$ cat config.mk
export PLATFORM = sky130hd
export DESIGN_NAME = uart_cmd_assembler_flat
export DESIGN_NICKNAME = d
export VERILOG_FILES = /design/src/rtl/uart_cmd_assembler_pkg.sv /design/src/rtl/uart_cmd_assembler_if.sv /design/src/rtl/uart_cmd_assembler_byte_timer.sv /design/src/rtl/uart_cmd_assembler.sv /design/src/flat_wrapper.sv
export SDC_FILE = /design/constraint.sdc
export NUM_CORES = 1
export LEC_CHECK = 0
export ABC_AREA = 1
export BUFFER_PORTS_ARGS = -buffer_cell sky130_fd_sc_hd__buf_2
export CAP_MARGIN = 20
export CELL_PAD_IN_SITES_DETAIL_PLACEMENT = 1
export CELL_PAD_IN_SITES_GLOBAL_PLACEMENT = 1
export CORE_AREA = 2 2 76 78
export DETAILED_ROUTE_END_ITERATION = 12
export DIE_AREA = 0 0 78 80
export GPL_TIMING_DRIVEN = 1
export PLACE_DENSITY = 0.81
export SLEW_MARGIN = 25
export SYNTH_ARGS = -nofsm -noshare
export SYNTH_HDL_FRONTEND = slang
export SYNTH_SLANG_ARGS = --single-unit
$ cat constraint.sdc
create_clock -name clk -period 4.2 [get_ports clk]
set_clock_uncertainty 0.15 [all_clocks]
set_input_delay 0.21 -clock clk [delete_from_list [all_inputs] [get_ports clk]]
set_output_delay 0.21 -clock clk [all_outputs]
set_load 0.02 [all_outputs]
$ cat src/rtl/uart_cmd_assembler_pkg.sv
// Shared types and constants for the UART command assembler.
package uart_cmd_pkg;

  typedef enum logic [1:0] {
    BYTE0 = 2'd0,
    BYTE1 = 2'd1,
    BYTE2 = 2'd2
  } asm_state_t;

  localparam int CMD_BYTES        = 3;
  localparam int CMD_W            = 24;
  localparam int TIMEOUT_CLKS_DEF = 5000;

endpackage

$ cat src/rtl/uart_cmd_assembler_if.sv
// Byte-in / command-out bus; the assembler uses the slave modport.
interface uart_cmd_assembler_if;
  import uart_cmd_pkg::*;

  logic [7:0]       rx_data;
  logic             rx_rdy;
  logic             clr_rx_rdy;
  logic [CMD_W-1:0] cmd;
  logic             cmd_rdy;
  logic             clr_cmd_rdy;
  logic             overrun;
  logic             timeout;

  modport slave (
    input  rx_data, rx_rdy, clr_cmd_rdy,
    output clr_rx_rdy, cmd, cmd_rdy, overrun, timeout
  );

  modport master (
    output rx_data, rx_rdy, clr_cmd_rdy,
    input  clr_rx_rdy, cmd, cmd_rdy, overrun, timeout
  );

endinterface

$ cat src/rtl/uart_cmd_assembler_byte_timer.sv
// Inter-byte gap counter; expired flags the cycle whose edge discards a partial command.
module byte_timer #(
  parameter int TIMEOUT_CLKS = 5000
) (
  input  logic clk,
  input  logic rst_n,
  input  logic clr,
  input  logic run,
  output logic expired
);

  localparam int CW = $clog2(TIMEOUT_CLKS + 1);
  localparam logic [CW-1:0] LAST = CW'(TIMEOUT_CLKS - 1);

  logic [CW-1:0] count_reg;

  assign expired = run && !clr && (count_reg == LAST);

  // Restarting at LAST keeps the counter from ever wrapping.
  always_ff @(posedge clk or negedge rst_n) begin
    if (!rst_n) begin
      count_reg <= '0;
    end else if (clr || !run || count_reg == LAST) begin
      count_reg <= '0;
    end else begin
      count_reg <= count_reg + CW'(1);
    end
  end

endmodule

$ cat src/rtl/uart_cmd_assembler.sv
// Assembles three received bytes (MSB first) into a 24-bit command with overrun and gap timeout.
module uart_cmd_assembler
  import uart_cmd_pkg::*;
#(
  parameter int TIMEOUT_CLKS = TIMEOUT_CLKS_DEF
) (
  input logic                 clk,
  input logic                 rst_n,
  uart_cmd_assembler_if.slave bus
);

  asm_state_t       state_reg;
  logic [7:0]       byte0_reg;
  logic [7:0]       byte1_reg;
  logic [CMD_W-1:0] cmd_reg;
  logic             cmd_rdy_reg;
  logic             overrun_reg;
  logic             timeout_reg;
  logic             expired;
  logic             last_byte;

  assign last_byte = bus.rx_rdy && (state_reg == BYTE2);

  byte_timer #(
    .TIMEOUT_CLKS(TIMEOUT_CLKS)
  ) u_timer (
    .clk     (clk),
    .rst_n   (rst_n),
    .clr     (bus.rx_rdy),
    .run     (state_reg != BYTE0),
    .expired (expired)
  );

  always_ff @(posedge clk or negedge rst_n) begin
    if (!rst_n) begin
      state_reg   <= BYTE0;
      byte0_reg   <= '0;
      byte1_reg   <= '0;
      cmd_reg     <= '0;
      cmd_rdy_reg <= 1'b0;
      overrun_reg <= 1'b0;
      timeout_reg <= 1'b0;
    end else begin
      timeout_reg <= expired;

      if (bus.rx_rdy) begin
        case (state_reg)
          BYTE0: begin
            byte0_reg <= bus.rx_data;
            state_reg <= BYTE1;
          end
          BYTE1: begin
            byte1_reg <= bus.rx_data;
            state_reg <= BYTE2;
          end
          BYTE2: begin
            cmd_reg   <= {byte0_reg, byte1_reg, bus.rx_data};
            state_reg <= BYTE0;
          end
          default: state_reg <= BYTE0;
        endcase
      end else if (expired) begin
        state_reg <= BYTE0;
      end

      // A completing byte outranks the consumer's acknowledge.
      if (last_byte) begin
        cmd_rdy_reg <= 1'b1;
      end else if (bus.clr_cmd_rdy) begin
        cmd_rdy_reg <= 1'b0;
      end

      if (last_byte && cmd_rdy_reg && !bus.clr_cmd_rdy) begin
        overrun_reg <= 1'b1;
      end else if (bus.clr_cmd_rdy) begin
        overrun_reg <= 1'b0;
      end
    end
  end

  assign bus.clr_rx_rdy = bus.rx_rdy;
  assign bus.cmd        = cmd_reg;
  assign bus.cmd_rdy    = cmd_rdy_reg;
  assign bus.overrun    = overrun_reg;
  assign bus.timeout    = timeout_reg;

endmodule

$ cat src/flat_wrapper.sv
// flat-port wrapper written by rule: the top's interface ports become plain ports
module uart_cmd_assembler_flat import uart_cmd_pkg::*;
#(
  parameter int TIMEOUT_CLKS = TIMEOUT_CLKS_DEF
)
  (clk, rst_n, bus_rx_data, bus_rx_rdy, bus_clr_cmd_rdy, bus_clr_rx_rdy, bus_cmd, bus_cmd_rdy, bus_overrun, bus_timeout);
  uart_cmd_assembler_if bus_i ();
  input logic clk;
  input logic rst_n;
  input wire logic [$bits(bus_i.rx_data)-1:0] bus_rx_data;
  input wire logic [$bits(bus_i.rx_rdy)-1:0] bus_rx_rdy;
  input wire logic [$bits(bus_i.clr_cmd_rdy)-1:0] bus_clr_cmd_rdy;
  output wire logic [$bits(bus_i.clr_rx_rdy)-1:0] bus_clr_rx_rdy;
  output wire logic [$bits(bus_i.cmd)-1:0] bus_cmd;
  output wire logic [$bits(bus_i.cmd_rdy)-1:0] bus_cmd_rdy;
  output wire logic [$bits(bus_i.overrun)-1:0] bus_overrun;
  output wire logic [$bits(bus_i.timeout)-1:0] bus_timeout;
  assign bus_i.rx_data = bus_rx_data;
  assign bus_i.rx_rdy = bus_rx_rdy;
  assign bus_i.clr_cmd_rdy = bus_clr_cmd_rdy;
  assign bus_clr_rx_rdy = bus_i.clr_rx_rdy;
  assign bus_cmd = bus_i.cmd;
  assign bus_cmd_rdy = bus_i.cmd_rdy;
  assign bus_overrun = bus_i.overrun;
  assign bus_timeout = bus_i.timeout;
  uart_cmd_assembler #(.TIMEOUT_CLKS(TIMEOUT_CLKS)) u_core (.clk(clk), .rst_n(rst_n), .bus(bus_i));
endmodule
==> flow_metrics.tcl, run 1 <==
set metrics [dict create \
    synth.area.mux_share_pct 9.44 \
    synthesis.area_um2 2420 \
    ctsHoldBuffers 2 \
    cts_buffers 9 \
    leakage_nw 1.47 \
    fillers 642 \
    ir_drop_uv 432 \
    syn-num-nets 242 \
    cap_violations 0 \
    die_h_um 80 \
    cts_tree "built" \
    num_rows 27 \
    area_growth_pct 18.2 \
    ant_nets 0 \
    pin_count 40 \
    die_w_um 78 \
    routed_wirelength_mm 5.59 \
    rsz0062_at_grt "false" \
    synth-seq-cells 58 \
    synthesis.instances 229 \
    ys_seq_area_share_pct 59.9 \
    synth_top_family_by_area "simple AND/OR/NAND/NOR gates" \
    hold_ws_ns 0.0133 \
    cts.sinks 58 \
    place_congestion 0.771 \
    crit_type "flop to flop" \
    async_reset_ff_share_pct 100 \
    yosys.area_share.xor_xnor_pct 2.17 \
    worst_setup_path_end_kind "flop" \
    vias 1778 \
    synthAdderAreaFrac_pct 0.516 \
    nets 288 \
    crit_fanout 12 \
    worst_pin_slew_ns 0.723 \
    dp.cells 334 \
    finalSetupViolCount 0 \
    critPathRequiredTime_ns 4.25 \
    grt_pass1_vias 1904 \
    holdCritPathClass "input pin to flop" \
    overflow 0 \
    synth_compound_area_share_pct 6.09 \
    synth.avg_cell_area_um2 10.6 \
    synth_simple_gate_area_share_pct 16.2 \
    fmax_ghz 0.566 \
    relSlewSlack_pct 51.8 \
    routedWlPerCell_um 15.9 \
    period_needed_ns 1.77 \
    status "complete, no violations" \
    grtUsageTotal_pct 20.4 \
    place_hpwl_mm 3.48 \
    insertedDiodeCount 0 \
    drt_drc_violations_left 0 \
    drtPass1Iterations 4 \
    core_area_um2 5410 \
    via_per_inst 5.07 \
    grt_pass1_wl_mm 9.35 \
    min_period_over_period_pct 42.0 \
    synth_flop_cell "dfrtp_1" \
    clockRootBuffer "clkbuf_8" \
    port_buffers 39 \
    power_density_nw_per_um2 691 \
    initial_utilization_pct 44.9 \
    ctsResizeCount 0 \
    die_area_um2 6240 \
    largest_register_ff_count 24 \
    post_cts_buffers 0 \
    synth_edf_count 0 \
    ys_warn_count 0 \
    slew_viol_final 0 \
    grt_max_degree 59 \
    fin_tns_setup_ns 0 \
    arrival_ns 1.82 \
    clock_path_buffers 2 \
    first_iter_violations 48 \
    clk_pin_slew_ns 0.06 \
    instances_no_fill 351 \
    power_w 0.00198 \
    htree_levels 3 \
    antenna_found_initial 0 \
    drive_gt1_share_pct 28.0 \
    clk_latency_ns 0.34 \
    finalHoldViolCount 0 \
    ys_types 25 \
    worstSetupStartpointType "flop" \
]
==> path summary, 6_finish.rpt <==
| path | startpoint | to | slack, ns | cells after the start |
|---|---|---|---|---|
| worst max-delay path | u_core.u_timer.count_reg[0] | u_core.u_timer.count_reg[8] | 2.43 | 8 |
| worst min-delay path | bus_rx_data[5] | u_core.byte1_reg[5] | 0.01 | 3 |
| worst max register to register | u_core.u_timer.count_reg[0] | u_core.u_timer.count_reg[8] | 2.43 | 8 |
| worst min register to register | u_core.bus.cmd[2] | u_core.bus.cmd[2] | 0.34 | 2 |
| max in group asynchronous | rst_n | u_core.byte1_reg[4] | 3.02 | 3 |
| min in group asynchronous | rst_n | u_core.u_timer.count_reg[7] | 0.40 | 3 |
==> cells by family (layout without fill, tap and decap cells) <==
kind of cell               count (synthesis)  after routing
and+or+nand+nor                           92             92
DFF                                       58             58
AOI/OAI and AO/OA                         29             29
buffers and inverters                     27             77
muxes                                     16             16
xor gates and xnor gates                   6              6
adders and majority gates                  1              1
==> placed cells by master (no fill, tap or decap), types with 2 or more instances in the layout <==
master         instances
dfrtp_1               58
nand2_1               48
buf_2                 39
nor2_1                26
o21ai_0               26
inv_1                 18
mux2_4                13
clkbuf_8              10
nand3_1                9
xor2_1                 4
nand4_1                3
mux2_2                 3
inv_2                  2
a21oi_1                2
nor2_4                 2
xnor2_1                2
clkinvlp_4             2
clkinv_2               2
dlygate4sd3_1          2
==> cell type report <==
cell class	count	area, um2	share of cell area (%)
Clock buffer	10	138	4.80
Clock inverter	5	55.1	1.92
Inverter	20	75.1	2.62
Multi-Input combinational cell	144	835	29.1
Sequential cell	58	1450	50.6
Tap cell	72	90.1	3.14
Timing Repair Buffer	42	223	7.77
==> metrics by stage <==
| step | util, % | cell area, um2 | setup WS [ns] |
|---|---|---|---|
| 2_1_floorplan | - | 2420 | 2.74 |
| 3_3_place_gp | 49.1 | 2650 | 2.52 |
| 3_5_place_dp | 49.1 | 2650 | 2.45 |
| 4_1_cts | 53.0 | 2870 | 2.43 |
| 5_1_grt | 53.0 | 2870 | 2.28 |
| 6_report | 53.0 | 2870 | 2.43 |
==> synth_stat cells, types with 2 or more instances <==
master / instances / area share [%]
a21oi_1: 2 / 0.41
buf_2: 2 / 0.41
buf_6: 2 / 0.93
dfrtp_1: 58 / 60
inv_1: 18 / 2.8
inv_2: 2 / 0.31
mux2_2: 3 / 1.4
mux2_4: 13 / 8.0
nand2_1: 48 / 7.4
nand3_1: 9 / 1.9
nand4_1: 3 / 0.77
nor2_1: 26 / 4.0
nor2_4: 2 / 0.93
o21ai_0: 26 / 5.4
xnor2_1: 2 / 0.72
xor2_1: 4 / 1.4
==> worst max-delay path, stage by stage (launching register included) <==
cell	delay, ns
dfrtp_1	0.41
ha_1	0.22
nand2_2	0.10
inv_2	0.07
nand2_1	0.06
nor2_2	0.10
nand2_1	0.07
nand2_1	0.35
nor2_1	0.10
==> report_power, final <==
part           switching, W  leakage, nW  total (W)  internal, W
sequential         0.000125        0.746   0.000878     0.000753
clock              0.000223       0.0941   0.000508     0.000284
combinational      0.000353        0.627   0.000595     0.000241
==> layer usage <==
layer	track usage, %	wire length (um)	vias up
li1	-	-	822
met1	23.1	2390	896
met2	33.0	2790	40
met3	6.45	178	20
met4	13.9	239	0
met5	0	0	-
No activity file was read; power rests on OpenSTA's default activity.
==> run 2, diff against run 1 <==
--- a/config.mk
+++ b/config.mk
@@ -10,11 +10,11 @@
 export CAP_MARGIN = 20
 export CELL_PAD_IN_SITES_DETAIL_PLACEMENT = 1
 export CELL_PAD_IN_SITES_GLOBAL_PLACEMENT = 1
-export CORE_AREA = 2 2 76 78
+export CORE_AREA = 2 2 79 81
 export DETAILED_ROUTE_END_ITERATION = 12
-export DIE_AREA = 0 0 78 80
+export DIE_AREA = 0 0 81 83
 export GPL_TIMING_DRIVEN = 1
-export PLACE_DENSITY = 0.81
+export PLACE_DENSITY = 0.76
 export SLEW_MARGIN = 25
 export SYNTH_ARGS = -nofsm -noshare
 export SYNTH_HDL_FRONTEND = slang
==> constraint.sdc (replaced) <==
create_clock -name clk -period 1.7 [get_ports clk]
set_clock_uncertainty 0.15 [all_clocks]
set_input_delay 0.085 -clock clk [delete_from_list [all_inputs] [get_ports clk]]
set_output_delay 0.085 -clock clk [all_outputs]
set_load 0.02 [all_outputs]
==> run 2 against run 1 <==
Sequential power rose by 140%; critical path depth is 2 lower; clock-buffer cell count grew 1; first-iteration DRC count rose by 50%; clock power grew to 2.7 times the previous value; total power grew to 2.5 times the previous value; largest cell class unchanged.
==> flow_metrics.tcl, run 2 (same netlist as run 1, synthesis figures left out) <==
set metrics [dict create \
    slowest_delay_ns 0.53 \
    drtPass1Iterations 4 \
    relSlewSlack_pct 70.4 \
    initial_utilization_pct 41.7 \
    place_congestion 0.802 \
    drive_gt1_share_pct 28.1 \
    htree_levels 3 \
    worst_pin_slew_ns 0.443 \
    fillers 678 \
    overflow 0 \
    ant_nets 0 \
    hold_ws_ns 0.145 \
    dp.cells 343 \
    min_period_over_period_pct 94.3 \
    ctsResizeCount 0 \
    cap_violations 0 \
    ir_drop_uv 909 \
    antenna_found_initial 0 \
    routed_wirelength_mm 5.39 \
    nets 303 \
    seq_area_um2 1450 \
    die_area_um2 6720 \
    cts_tree "built" \
    worst_setup_path_end_kind "flop" \
    cts.sinks 58 \
    die_h_um 83 \
    core_area_um2 5820 \
    layout_common_cells "dfrtp_1 (58), nand2_1 (48), buf_2 (39)" \
    die_w_um 81 \
    clk_latency_ns 0.33 \
    multiInputGateArea_um2 835 \
    grtUsageTotal_pct 18.2 \
    drt_drc_violations_left 0 \
    crit_fanout 33 \
    clk_pin_slew_ns 0.07 \
    insertedDiodeCount 0 \
    instances_no_fill 370 \
    clock_path_buffers 2 \
    fin_tns_setup_ns 0 \
    pin_count 40 \
    via_per_inst 4.85 \
    place_hpwl_mm 3.60 \
    slew_viol_final 0 \
    worstSetupStartpointType "input pin" \
    critPathBufInv 3 \
    cts_buffers 9 \
    cp_slowest_cell "dlygate4sd3_1" \
    num_rows 28 \
    arrival_ns 1.66 \
    finalHoldViolCount 0 \
    vias 1794 \
    period_needed_ns 1.60 \
    largest_register_ff_count 24 \
    crit_type "input pin to flop" \
    rsz0062_at_grt "false" \
    power_w 0.00504 \
    holdCritPathClass "input pin to async pin" \
    cp_cell_sequence "dlygate4sd3_1, buf_2, inv_2, nor2_4, nand2_4, mux2_2" \
    area_growth_pct 25.2 \
    status "complete, no violations" \
    grt_pass1_vias 1959 \
    power_density_nw_per_um2 1660 \
    first_iter_violations 72 \
    port_buffers 39 \
    grt_pass1_wl_mm 9.33 \
    clockRootBuffer "clkbuf_8" \
    leakage_nw 1.55 \
    critPathTopFamily "buffers and inverters" \
    routedWlPerCell_um 14.6 \
    fmax_ghz 0.624 \
    critPathRequiredTime_ns 1.76 \
    finalSetupViolCount 0 \
    final_common_cell "dfrtp_1" \
    grt_max_degree 59 \
]
[run 2: cell types whose count changed in the layout (fill, tap and decap cells not counted), sizes merged]
cell	before	now
bufinv	1	2
clkinvlp	2	0
clkbuf	10	11
clkinv	2	3
buf	40	46
dlygate4sd3	2	11
[run 2: per-layer routing]
metal  vias up  share of wire (%)  track usage, %
li1        854                  -               -
met1       896                 42            22.3
met2        34                 52            30.3
met3        10                3.9            4.35
met4         0                1.8            7.40
met5         -                  0               0
[run 2: timing repair]
action	4_1_cts	5_1_grt
setup buffers	0	0
hold endpoints to repair	87	0
hold buffers	11	0
[run 2: worst register-to-register path, cell delays in order (launching register included)]
cell	delay [ns]
dfrtp_1	0.37
ha_1	0.21
nand2_2	0.10
inv_2	0.07
nand2_1	0.06
nor2_2	0.12
nand2_1	0.09
nand2_1	0.09
buf_4	0.16
nor2_1	0.06
[run 2: report_power, final]
group	switching, W	internal [W]
clock network	0.000540	0.000824
logic	0.000860	0.000662
registers	0.000291	0.00186
[run 2: cell type report]
cell class                      instances  share of cell area [%]
Multi-Input combinational cell        144                    27.5
Clock inverter                          5                    2.60
Timing Repair Buffer                   57                    12.2
Inverter                               20                    2.47
Sequential cell                        58                    47.8
Tap cell                               75                    3.09
Clock buffer                           11                    4.33
[run 2: stage by stage]
step                area, um2  utilization, %  setup slack (ns)
floorplan                2420               -             0.241
global placement         2720            46.7             0.194
detailed placement       2720            46.7             0.148
CTS                      3040            52.2            0.0942
global route             3040            52.2            0.0266
finish                   3040            52.2            0.0963
[run 2: final timing paths]
kind	start	endpoint	slack (ns)	cells after the start
worst max-delay path	bus_rx_rdy	u_core.bus.cmd[10]	0.1	6
worst min-delay path	rst_n	u_core.u_timer.count_reg[7]	0.14	3
worst max register to register	u_core.u_timer.count_reg[1]	u_core.u_timer.count_reg[4]	0.13	9
worst min register to register	u_core.byte0_reg[0]	u_core.byte0_reg[0]	0.34	2
max in group asynchronous	rst_n	u_core.byte0_reg[4]	1.00	3
min in group clk	bus_clr_cmd_rdy	u_core.bus.overrun	0.30	3
